<file path="src/rtl/floor_request_latch_if.sv">
// rtl/floor_request_latch_if.sv - call-button / floor / request signal bundle for floor_request_latch
interface floor_request_latch_if;
  logic [4:0] btn;
  logic [2:0] floor;
  logic [4:0] req;
  logic       door_open;
  logic       busy;

  // Producer side: button panel and controller floor feed, consumer of requests
  modport master (
    output btn,
    output floor,
    input  req,
    input  door_open,
    input  busy
  );

  // Latch side: takes buttons and floor, produces held requests and door state
  modport slave (
    input  btn,
    input  floor,
    output req,
    output door_open,
    output busy
  );
endinterface

</file>
<file path="src/rtl/floor_request_latch.sv">
// rtl/floor_request_latch.sv - call-button request latch with door-dwell FSM; optional BTN_SYNC_EN input synchronizer
module floor_request_latch #(
  parameter int DWELL_CYCLES = 8  // legal 2..255
) (
  input logic                  clk,
  input logic                  rst,
  floor_request_latch_if.slave bus
);

  typedef enum logic [1:0] {
    IDLE  = 2'd0,
    OPEN  = 2'd1,
    CLOSE = 2'd2
  } state_t;

  localparam logic [7:0] CNT_LOAD = 8'(DWELL_CYCLES - 1);

  logic [4:0] btn_s;
  logic [4:0] btn_q;
  logic [4:0] press;
  logic [7:0] press_ext;
  logic [4:0] pending;
  logic [4:0] pending_nxt;
  logic [7:0] pending_ext;
  logic [4:0] clr_mask;
  logic       floor_hit;
  state_t     state;
  state_t     state_nxt;
  logic [7:0] cnt;
  logic [7:0] cnt_nxt;
  logic [2:0] f_l;
  logic [2:0] f_l_nxt;
  logic       serve_clr;

`ifdef BTN_SYNC_EN
  logic [4:0] btn_m;
  logic [4:0] btn_mm;

  // Two-flop synchronizer for raw asynchronous button levels
  always_ff @(posedge clk or posedge rst) begin
    if (rst) begin
      btn_m  <= '0;
      btn_mm <= '0;
    end else begin
      btn_m  <= bus.btn;
      btn_mm <= btn_m;
    end
  end

  assign btn_s = btn_mm;
`else
  assign btn_s = bus.btn;
`endif

  // Button history for rising-edge detection; a held button registers once
  always_ff @(posedge clk or posedge rst) begin
    if (rst) begin
      btn_q <= '0;
    end else begin
      btn_q <= btn_s;
    end
  end

  assign press = btn_s & ~btn_q;

  // Zero-padded to 8 entries so floor codes 5..7 index a defined 0
  assign press_ext   = {3'b000, press};
  assign pending_ext = {3'b000, pending};
  assign floor_hit   = (bus.floor < 3'd5) && pending_ext[bus.floor];

  // Next-state and dwell counter control; door output is decoded from state
  always_comb begin
    state_nxt = state;
    cnt_nxt   = cnt;
    f_l_nxt   = f_l;
    serve_clr = 1'b0;
    case (state)
      IDLE: begin
        if (floor_hit) begin
          f_l_nxt   = bus.floor;
          cnt_nxt   = CNT_LOAD;
          state_nxt = OPEN;
        end
      end
      OPEN: begin
        if (bus.floor != f_l) begin
          // Car left before the dwell ended; request stays pending
          state_nxt = IDLE;
        end else if (press_ext[f_l]) begin
          // Re-press at the served floor holds the door open again
          cnt_nxt = CNT_LOAD;
        end else if (cnt == 8'd0) begin
          state_nxt = CLOSE;
        end else begin
          cnt_nxt = cnt - 8'd1;
        end
      end
      CLOSE: begin
        serve_clr = 1'b1;
        state_nxt = IDLE;
      end
      default: begin
        state_nxt = IDLE;
      end
    endcase
  end

  // FSM state, dwell counter and latched service floor
  always_ff @(posedge clk or posedge rst) begin
    if (rst) begin
      state <= IDLE;
      cnt   <= 8'd0;
      f_l   <= 3'd0;
    end else begin
      state <= state_nxt;
      cnt   <= cnt_nxt;
      f_l   <= f_l_nxt;
    end
  end

  // Pending update: serve clears first, a same-cycle press sets it back
  always_comb begin
    clr_mask    = serve_clr ? 5'(5'b00001 << f_l) : 5'b00000;
    pending_nxt = (pending & ~clr_mask) | press;
  end

  // Held request register, which is the request output itself
  always_ff @(posedge clk or posedge rst) begin
    if (rst) begin
      pending <= '0;
    end else begin
      pending <= pending_nxt;
    end
  end

  assign bus.req       = pending;
  assign bus.door_open = (state == OPEN);
  assign bus.busy      = |pending;

endmodule

</file>
<file path="src/flat_wrapper.sv">
// flat-port wrapper written by rule: the top's interface ports become plain ports
module floor_request_latch_flat 
#(
  parameter int DWELL_CYCLES = 8                 
)
  (clk, rst, bus_btn, bus_floor, bus_req, bus_door_open, bus_busy);
  floor_request_latch_if bus_i ();
  input logic clk;
  input logic rst;
  input wire logic [$bits(bus_i.btn)-1:0] bus_btn;
  input wire logic [$bits(bus_i.floor)-1:0] bus_floor;
  output wire logic [$bits(bus_i.req)-1:0] bus_req;
  output wire logic [$bits(bus_i.door_open)-1:0] bus_door_open;
  output wire logic [$bits(bus_i.busy)-1:0] bus_busy;
  assign bus_i.btn = bus_btn;
  assign bus_i.floor = bus_floor;
  assign bus_req = bus_i.req;
  assign bus_door_open = bus_i.door_open;
  assign bus_busy = bus_i.busy;
  floor_request_latch #(.DWELL_CYCLES(DWELL_CYCLES)) u_core (.clk(clk), .rst(rst), .bus(bus_i));
endmodule
</file>
<file path="config.mk">
export PLATFORM = sky130hd
export DESIGN_NAME = floor_request_latch_flat
export DESIGN_NICKNAME = d
export VERILOG_FILES = /design/src/rtl/floor_request_latch_if.sv /design/src/rtl/floor_request_latch.sv /design/src/flat_wrapper.sv
export SDC_FILE = /design/constraint.sdc
export NUM_CORES = 1
export LEC_CHECK = 0
export CAP_MARGIN = 25
export CORE_MARGIN = 5
export CORE_UTILIZATION = 53
export DETAILED_ROUTE_END_ITERATION = 7
export GPL_TIMING_DRIVEN = 0
export PLACE_DENSITY = 0.8
export SLEW_MARGIN = 20
export SYNTH_ARGS = -nofsm -noshare
export SYNTH_HDL_FRONTEND = slang
export SYNTH_SLANG_ARGS = --single-unit
</file>
<file path="constraint.sdc">
create_clock -name clk -period 2.2 [get_ports clk]
set_input_delay 0.44 -clock clk [delete_from_list [all_inputs] [get_ports clk]]
set_output_delay 0.44 -clock clk [all_outputs]
set_load 0.005 [all_outputs]
</file>
==> run metrics <==
clock skew=0.00125 ns; top cell type's share of synthesized area=47.1%; vias in the first global route=945; initial antenna violation count=0; Reg clk slew, reported paths=0.13 ns; placed cell count=165; worst-margin pin slew=0.853 ns; Die Ht=58 um; setup TNS=0 ns; drt first pass iters=4; post-place setup slack=-0.321 ns; FILL cells=184; drt first-iter violations=35; critical path class=flip-flop to flip-flop; Max Root-Sink Buffers=2; worst-path cell chain=nor4_2 -> and4bb_2 -> a21oi_4 -> buf_4 -> or2_4 -> mux2_4; total clock sinks=23; Pwr per Cell Area=716 mW/mm2; endpoint class of the critical path=flip-flop; final WL=2.53 mm; peak supply drop=0.536 mV; Post-synth EDFFs=0; post-synthesis instance total=121; worst hold path type=flip-flop to flip-flop; final number of setup-violating endpoints=0; DRC=0; synthesized flop and latch total=23; status=finished clean; Final ANT Viol Nets=0; clk root buf=clkbuf_4; Synth Cell Area=0.00122 mm2; Max Clk Rate=476 MHz; Post-Layout Cell Count=172; gpl congestion=0.831; Leakage=0.000619 uW; Max-slew headroom=43.1%; H-tree Lvls=1; Mapped Nets=133; Crit path arrival time=2.31 ns; crit path max fanout=5; Synth Area per Inst=10.1 um2; startpoint types=flip-flop; most instantiated cells after synthesis=23 x dfrtp_1, 16 x nand2_1, 12 x o21ai_0; design area=0.00147 mm2; later-pin clock latency in the skew report=0.31 ns; RSZ-0062 raised after global routing=false; Nets=157; Final Hold Vio Count=0; largest net degree at the start of global routing=24; setup ws final=0.100 ns; Vias per Instance=5.59; Required @ worst endpoint=2.41 ns; share of the clock period used by the worst path=95.5%; WL met1=1.19 mm; most used flip-flop cell after synthesis=dfrtp_1; WL/cell=14.7 um; Post-DP HPWL=1.87 mm; CORE AREA=0.00221 mm2; CTS tree=built; Vias=961; Initial Utilization=55.2%; Total GRT Usage=17.0%; Core Util, Final=66.4%; ys async rst share=100%; max layer used=met4; Placement Rows=17; GRT overflow=0; die area=0.00336 mm2; Final Critical Period=2.10 ns; Bufs and invs on worst path=1; antenna fix cells=0; Largest delay share family, worst path=simple AND/OR/NAND/NOR gates; Max stage delay on crit path=0.45 ns; Layout area overhead=20.3%; Horiz. Die Dim=58 um; Seq/Total Area, Yosys=47.1%; IO Port Bufs=16; cts hold-fix bufs=0; dpl cell area=0.00142 mm2; Max stage delay cell, worst path=dfrtp_1; count leader, synth=dfrtp_1; Synth area leader=dfrtp_1; met3 wire len=105 um; Ports=17; Syn. warnings=0; Distinct cells, synth=40; Max Cap Violations=0; share of cells above drive strength 1=17.4%; max-slew violations=0; CTS buffer count=3; global-route wire length before repair=4.41 mm; largest cells by area after synthesis=dfrtp_1 47%, o21ai_0 4.9%, nand2_1 4.9%, o2bb2ai_1 2.9%, nor3_1 2.5%; met2 routed WL=1.20 mm
-- cells by family after synthesis --
kind of cell | synth area share [%]
flops | 47.1
xor+xnor | 2.15
buf+inv | 3.79
mux | 4.20
fa+ha+maj | 2.05
simple gates | 22.0
compound gates | 18.6
-- worst register-to-register path, delay by kind of cell (launching register included) --
kind,cells,cell delay [ns]
buffers and inverters,1,0.15
AO/OA/AOI/OAI,1,0.10
AND/OR/NAND/NOR,3,1.03
flip-flops,1,0.45
multiplexers,1,0.27
-- what timing repair did --
item / CTS / global route
setup endpoints to repair: 0 / 2
setup buffers: 0 / 3
gates resized for setup: 0 / 1
-- through the flow --
step | total power (uW) | hold WS (ns)
global route | 1120 | 0.525
finish | 1050 | 0.504
CTS | 1040 | 0.506
detailed placement | 844 | 0.488
global placement | 831 | 0.443
floorplan | 758 | 0.426
-- worst paths after layout --
kind,from,endpoint,slack [ns],depth (start not counted)
setup / recovery,u_core.cnt[2],u_core.cnt[0],0.1,6
hold / removal,u_core.btn_q[3],u_core.bus.req[3],0.50,1
setup reg to reg,u_core.cnt[2],u_core.cnt[0],0.1,6
hold reg to reg,u_core.btn_q[3],u_core.bus.req[3],0.50,1
max in group asynchronous,rst,u_core.f_l[2],1.10,2
min in group asynchronous,rst,u_core.cnt[7],0.58,2
-- cells in the final DEF (no fill, tap or decap), drive strengths merged --
| master | count |
|---|---|
| a21o | 1 |
| a21oi | 3 |
| a221oi | 1 |
| a2bb2oi | 1 |
| a31oi | 2 |
| a32o | 1 |
| and4bb | 1 |
| buf | 5 |
| clkbuf | 3 |
| clkdlybuf4s50 | 15 |
| clkinv | 1 |
| dfrtp | 23 |
| dlymetal6s2s | 1 |
| ha | 2 |
| inv | 8 |
| mux2 | 3 |
| mux2i | 1 |
| nand2 | 16 |
| nand2b | 4 |
| nand3 | 2 |
| nand3b | 1 |
| nand4 | 1 |
| nor2 | 8 |
| nor2b | 3 |
| nor3 | 6 |
| nor4 | 1 |
| o211ai | 2 |
| o21ai | 13 |
| o22ai | 2 |
| o2bb2ai | 4 |
| or2 | 3 |
| or2b | 2 |
| or3b | 1 |
| xnor2 | 3 |
-- state kept, by name, summed over array words and instances, names as in the netlist --
signal          flops
u_core.f_l          3
u_core.state        2
u_core.cnt          8
u_core.bus.req      5
u_core.btn_q        5
-- where the power goes --
group	internal [uW]	switching, uW
logic	162	180
registers	462	48.9
clock network	68.0	130
total	692	360
-- metal layers --
| layer | up-vias | GRT usage [%] |
|---|---|---|
| met1 | 455 | 24.4 |
| li1 | 476 | - |
| met5 | - | 0 |
| met2 | 26 | 27.1 |
| met4 | 0 | 4.97 |
| met3 | 4 | 2.00 |
-- area by class of cell --
type                            count  area, um2  area share [%]
Inverter                            8       30.0            2.04
Sequential cell                    23        576            39.2
Tap cell                           28       35.0            2.39
Timing Repair Buffer               19        185            12.6
Multi-Input combinational cell     88        599            40.8
Clock buffer                        3       22.5            1.53
Clock inverter                      1       5.00           0.341
Buffer                              2       16.3            1.11
Note: power is estimated with default switching activity, not from simulation.
